==> src/rtl/jk_pkg.sv <==
// jk_pkg
// Shared definitions for the JK register bank:
//   jk_mode_t        - operating mode encoding of the bank's mode input
//   JK_PKG_MAX_WIDTH - largest bank width the top level accepts
package jk_pkg;

  typedef enum logic [1:0] {
    JK_MODE_JK   = 2'b00,
    JK_MODE_UP   = 2'b01,
    JK_MODE_DN   = 2'b10,
    JK_MODE_HOLD = 2'b11
  } jk_mode_t;

  localparam int JK_PKG_MAX_WIDTH = 64;

endpackage : jk_pkg

==> src/rtl/jk_cell.sv <==
// jk_cell
// One-bit JK flip-flop with asynchronous active-low reset, parallel load
// and clock enable. Load has priority over enable.
// Ports:
//   i_clk     rising-edge clock
//   i_rst_n   asynchronous reset, active low (q <- RST_VAL)
//   i_load    synchronous load of i_d
//   i_d       load data
//   i_en      clock enable for JK operation
//   i_j/i_k   J and K inputs (00 hold, 01 clear, 10 set, 11 toggle)
//   o_q       registered state
//   o_q_next  value o_q takes on the next edge (used for change detect)
module jk_cell #(
  parameter logic RST_VAL = 1'b0
) (
  input  logic i_clk,
  input  logic i_rst_n,
  input  logic i_load,
  input  logic i_d,
  input  logic i_en,
  input  logic i_j,
  input  logic i_k,
  output logic o_q,
  output logic o_q_next
);

  logic r_q;

  always_comb begin
    o_q_next = r_q;
    if (i_load) begin
      o_q_next = i_d;
    end else if (i_en) begin
      case ({i_j, i_k})
        2'b01:   o_q_next = 1'b0;
        2'b10:   o_q_next = 1'b1;
        2'b11:   o_q_next = ~r_q;
        default: o_q_next = r_q;
      endcase
    end
  end

  always_ff @(posedge i_clk or negedge i_rst_n) begin
    if (!i_rst_n) begin
      r_q <= RST_VAL;
    end else begin
      r_q <= o_q_next;
    end
  end

  assign o_q = r_q;

endmodule : jk_cell

==> src/rtl/jk_reg_bank.sv <==
// jk_reg_bank
// Bank of WIDTH JK flip-flops with per-bit J/K, parallel load, clock enable
// and an optional up/down counter mode built from the same JK cells.
// Configuration macro: JK_COUNT_MODE_EN
//   defined   - modes 01 (up) / 10 (down) count, tc pulses on wrap
//   undefined - counter chain removed, modes 01/10 hold, tc tied to 0
// Ports:
//   clk   rising-edge clock
//   rst   asynchronous reset, active low (q <- RST_VAL, tc/chg <- 0)
//   en    clock enable for JK and count operation
//   load  synchronous parallel load (highest priority after reset)
//   d     parallel load data
//   mode  00 JK, 01 count up, 10 count down, 11 hold
//   j/k   per-bit J/K, used only in mode 00
//   q     register state
//   tc    registered terminal-count pulse (count wrap)
//   chg   registered flag: q changed on the last edge
module jk_reg_bank
  import jk_pkg::*;
#(
  parameter int               WIDTH   = 8,
  parameter logic [WIDTH-1:0] RST_VAL = '0
) (
  input  logic             clk,
  input  logic             rst,
  input  logic             en,
  input  logic             load,
  input  logic [WIDTH-1:0] d,
  input  logic [1:0]       mode,
  input  logic [WIDTH-1:0] j,
  input  logic [WIDTH-1:0] k,
  output logic [WIDTH-1:0] q,
  output logic             tc,
  output logic             chg
);

  if (WIDTH < 1 || WIDTH > JK_PKG_MAX_WIDTH) begin : g_width_check
    $error("jk_reg_bank: WIDTH out of range");
  end

  jk_mode_t         w_mode;
  logic [WIDTH-1:0] w_j_sel;
  logic [WIDTH-1:0] w_k_sel;
  logic [WIDTH-1:0] w_q;
  logic [WIDTH-1:0] w_q_next;
  logic             r_chg;

  assign w_mode = jk_mode_t'(mode);

`ifdef JK_COUNT_MODE_EN
  // w_carry[i] = AND of q[i-1:0]; w_carry[WIDTH] means q is all ones.
  // w_borrow[i] = AND of ~q[i-1:0]; w_borrow[WIDTH] means q is zero.
  logic [WIDTH:0] w_carry;
  logic [WIDTH:0] w_borrow;
  logic           r_tc;

  assign w_carry[0]  = 1'b1;
  assign w_borrow[0] = 1'b1;

  for (genvar gi = 0; gi < WIDTH; gi++) begin : g_chain
    assign w_carry[gi+1]  = w_carry[gi] & w_q[gi];
    assign w_borrow[gi+1] = w_borrow[gi] & ~w_q[gi];
  end

  // Wrap happens exactly when the count chain ripples through every bit.
  always_ff @(posedge clk or negedge rst) begin
    if (!rst) begin
      r_tc <= 1'b0;
    end else begin
      r_tc <= !load && en &&
              ((w_mode == JK_MODE_UP && w_carry[WIDTH]) ||
               (w_mode == JK_MODE_DN && w_borrow[WIDTH]));
    end
  end

  assign tc = r_tc;
`else
  assign tc = 1'b0;
`endif

  // Per-bit J/K select: counting drives J=K so each cell toggles or holds.
  always_comb begin
    w_j_sel = '0;
    w_k_sel = '0;
    case (w_mode)
      JK_MODE_JK: begin
        w_j_sel = j;
        w_k_sel = k;
      end
`ifdef JK_COUNT_MODE_EN
      JK_MODE_UP: begin
        w_j_sel = w_carry[WIDTH-1:0];
        w_k_sel = w_carry[WIDTH-1:0];
      end
      JK_MODE_DN: begin
        w_j_sel = w_borrow[WIDTH-1:0];
        w_k_sel = w_borrow[WIDTH-1:0];
      end
`endif
      default: begin
        w_j_sel = '0;
        w_k_sel = '0;
      end
    endcase
  end

  for (genvar gi = 0; gi < WIDTH; gi++) begin : g_cell
    jk_cell #(
      .RST_VAL (RST_VAL[gi])
    ) u_cell (
      .i_clk    (clk),
      .i_rst_n  (rst),
      .i_load   (load),
      .i_d      (d[gi]),
      .i_en     (en),
      .i_j      (w_j_sel[gi]),
      .i_k      (w_k_sel[gi]),
      .o_q      (w_q[gi]),
      .o_q_next (w_q_next[gi])
    );
  end

  always_ff @(posedge clk or negedge rst) begin
    if (!rst) begin
      r_chg <= 1'b0;
    end else begin
      r_chg <= |(w_q_next ^ w_q);
    end
  end

  assign q   = w_q;
  assign chg = r_chg;

endmodule : jk_reg_bank

==> config.mk <==
export PLATFORM = sky130hd
export DESIGN_NAME = jk_reg_bank
export DESIGN_NICKNAME = d
export VERILOG_FILES = /design/src/rtl/jk_pkg.sv /design/src/rtl/jk_cell.sv /design/src/rtl/jk_reg_bank.sv
export SDC_FILE = /design/constraint.sdc
export NUM_CORES = 1
export LEC_CHECK = 0
export BUFFER_PORTS_ARGS = -buffer_cell sky130_fd_sc_hd__buf_2
export CORE_MARGIN = 3
export CORE_UTILIZATION = 46
export DETAILED_ROUTE_END_ITERATION = 7
export PLACE_DENSITY_LB_ADDON = 0.25
export SYNTH_ARGS = -nofsm -noshare
export SYNTH_HDL_FRONTEND = slang
export SYNTH_SLANG_ARGS = --single-unit
==> constraint.sdc <==
create_clock -name clk -period 3.9 [get_ports clk]
set_clock_uncertainty 0.2 [all_clocks]
set_input_delay 0.195 -clock clk [delete_from_list [all_inputs] [get_ports clk]]
set_output_delay 0.195 -clock clk [all_outputs]
set_load 0.02 [all_outputs]
==> impl_metrics.py <==
metrics = {
    "run_status": {
        "status": "finished, final reports clean",
    },
    "placed_design": {
        "io_buffers": 38,
        "placed_area_um2": 848,
        "hpwl_um": 1290,
        "gp_congestion": 0.789,
        "dp_worst_setup_slack_ps": 2130,
    },
    "setup_path": {
        "cp-start-kind": "input port",
        "critPathArrivalTime_ps": 1520,
        "required_ps": 3830,
        "timing.rr.start": "g_cell[6].u_cell.o_q$_DFF_PN0_",
        "worst_setup_path_end_kind": "flip-flop",
        "crit_fanout": 2,
        "cp-startpoint": "d[6]",
        "critical_path_class": "input port to flip-flop",
    },
    "global_routing": {
        "grt_pass1_wl_um": 2700,
        "antenna_found_initial": 0,
        "grt_overflow": 0,
        "grtUsageTotal": 0.181,
        "grt_max_degree": 22,
        "grt_pass1_vias": 647,
    },
    "logic_synthesis": {
        "synthTopCellsByCount": "nand2_1 (12), a21oi_1 (9), buf_4 (9), dfrtp_1 (9), a311o_1 (6)",
        "yosys_warnings": 0,
        "yosysUniqueCellTypes": 31,
        "yosysTopAreaCell": "dfrtp_1",
        "netlist_instances": 83,
        "synth-edff-count": 0,
        "synth_seq_cells": 9,
        "syn-num-nets": 113,
        "synth.avg_cell_area_um2": 8.77,
        "synth_area_leaders": "dfrtp_1 (31%), buf_4 (9.3%), a311o_1 (8.2%), a21oi_1 (6.2%), nand2_1 (6.2%)",
        "synth_top_area_frac": 0.309,
        "synth.most_common_cell": "nand2_1",
        "async_flop_share": 1.00,
        "yosysSeqAreaShare": 0.309,
        "synth_top_flop_cell": "dfrtp_1",
        "syn-cell-area_um2": 728,
    },
    "finish": {
        "antenna_cells": 0,
        "nets": 152,
        "drive_gt1_frac": 0.355,
        "syn_to_final_growth_pct": 31.1,
        "final_area_um2": 955,
        "utilization": 0.682,
    },
    "power_and_ir_drop": {
        "p_leak_uw": 0.000466,
        "power_density_mw_per_mm2": 298,
        "vdd_drop_max_uv": 200,
        "power_uw": 284,
    },
    "cts": {
        "cts_root_buf": "clkbuf_4",
        "clk_pin_slew_worst_paths_ps": 70,
        "cts_sinks": 9,
        "cts.path.max_buffers": 2,
        "clock_latency_ps": 260,
        "ctsHtreeMaxLevel": 1,
        "cts_buffers": 3,
        "cts_tree": "built",
        "post_cts_buffers": 0,
        "ctsResizeCount": 0,
    },
    "routing": {
        "drc": 0,
        "wirelength_um": 1720,
        "routed-via-count": 737,
        "vias_per_cell": 5.42,
        "drt_iter0_drc": 17,
        "ant_nets": 0,
        "wire_per_inst_um": 12.7,
        "dr.pass1.iters": 4,
    },
    "floorplan": {
        "io_pins": 40,
        "initial_core_util": 0.521,
        "die_w_um": 45.8,
        "core_mm2": 0.00140,
        "die_area_mm2": 0.00210,
        "num_rows": 13,
        "die_y_um": 45.8,
    },
    "sta": {
        "worst_slack_ps": 2310,
        "max_clock_freq_mhz": 630,
        "tns_ps": 0,
        "drv_slew": 0,
        "setup_viol": 0,
        "period_minus_slack_ps": 1590,
        "rsz0062_at_grt": "no",
        "worst_pin_slew_ps": 724,
        "fin_crit_sh": 0.407,
        "max_slew_margin": 0.517,
        "timing.final.hold_violations": 0,
    },
    "worst_hold_path": {
        "min_from": "k[2]",
        "hold_class": "input port to flip-flop",
    },
    "run": {
        "max_cap_viol_count": 0,
    },
}
[per-layer routing]
metal,up-vias,GRT usage,part of all wire
met1,338,0.204,0.42
met4,0,0.0682,0.0099
met5,-,0,0
li1,371,-,-
met2,26,0.309,0.48
met3,2,0.0632,0.091
[worst paths after layout]
path,end,slack (ps),cells past startpoint
max,chg$_DFF_PN0_,2310,5
min,g_cell[2].u_cell.o_q$_DFF_PN0_,50,3
max reg2reg,chg$_DFF_PN0_,2460,3
min reg2reg,g_cell[5].u_cell.o_q$_DFF_PN0_,490,2
max in group asynchronous,g_cell[5].u_cell.o_q$_DFF_PN0_,3190,2
min in group asynchronous,g_cell[3].u_cell.o_q$_DFF_PN0_,110,2
[timing repair]
| action | CTS | global route |
|---|---|---|
| endpoints found under the hold margin | 16 | 0 |
| setup endpoints to repair | 0 | 0 |
| hold buffers | 8 | 0 |
[power breakdown]
group | leakage, µW | internal [µW] | switching [µW]
Clock | 0.0000150 | 39.5 | 35.0
Sequential | 0.000106 | 102 | 13.0
Combinational | 0.000344 | 46.5 | 47.5
Total | 0.000466 | 188 | 95.5
[final cells by class]
cell class                      instances  area [µm²]
Clock buffer                            4        26.3
Inverter                                4        15.0
Fill cell                             122         444
Sequential cell                         9         225
Multi-Input combinational cell         58         399
Timing Repair Buffer                   46         270
Tap cell                               15        18.8
[sequential cells by signal, summed over array words and instances (netlist names)]
register and count:
g_cell.u_cell.o_q 8, chg 1
[logic make-up (layout without fill, tap and decap cells)]
logic type      count (synthesis)  after routing  share of synthesized area
mux                             1              1                     0.0137
flops                           9              9                      0.309
other cells                     1              1                    0.00515
compound gates                 27             27                      0.277
xor+xnor                        7              7                     0.0842
simple gates                   22             22                      0.168
buf+inv                        16             54                      0.143
[cells in the final DEF, fill, tap and decap left out, drive strengths merged, types with 2 or more instances in the layout]
cell / instances
nand3b: 2
inv: 4
dlygate4sd3: 8
dfrtp: 9
buf: 38
a21oi: 9
nand2b: 3
nand2: 12
xor2: 3
a311o: 6
a22oi: 2
clkbuf: 4
xnor2: 4
[worst max-delay path, cell delays in order]
cell           delay (ps)
dlygate4sd3_1         530
buf_2                 130
xor2_1                160
o41ai_1               360
o311ai_1              150
[metrics by stage]
step	hold slack [ps]	cells
floorplan	-301	83
global placement	-135	124
detailed placement	-137	124
CTS	40.0	136
global route	56.8	136
finish	47.6	136
Power figures use the tool's default switching activity.
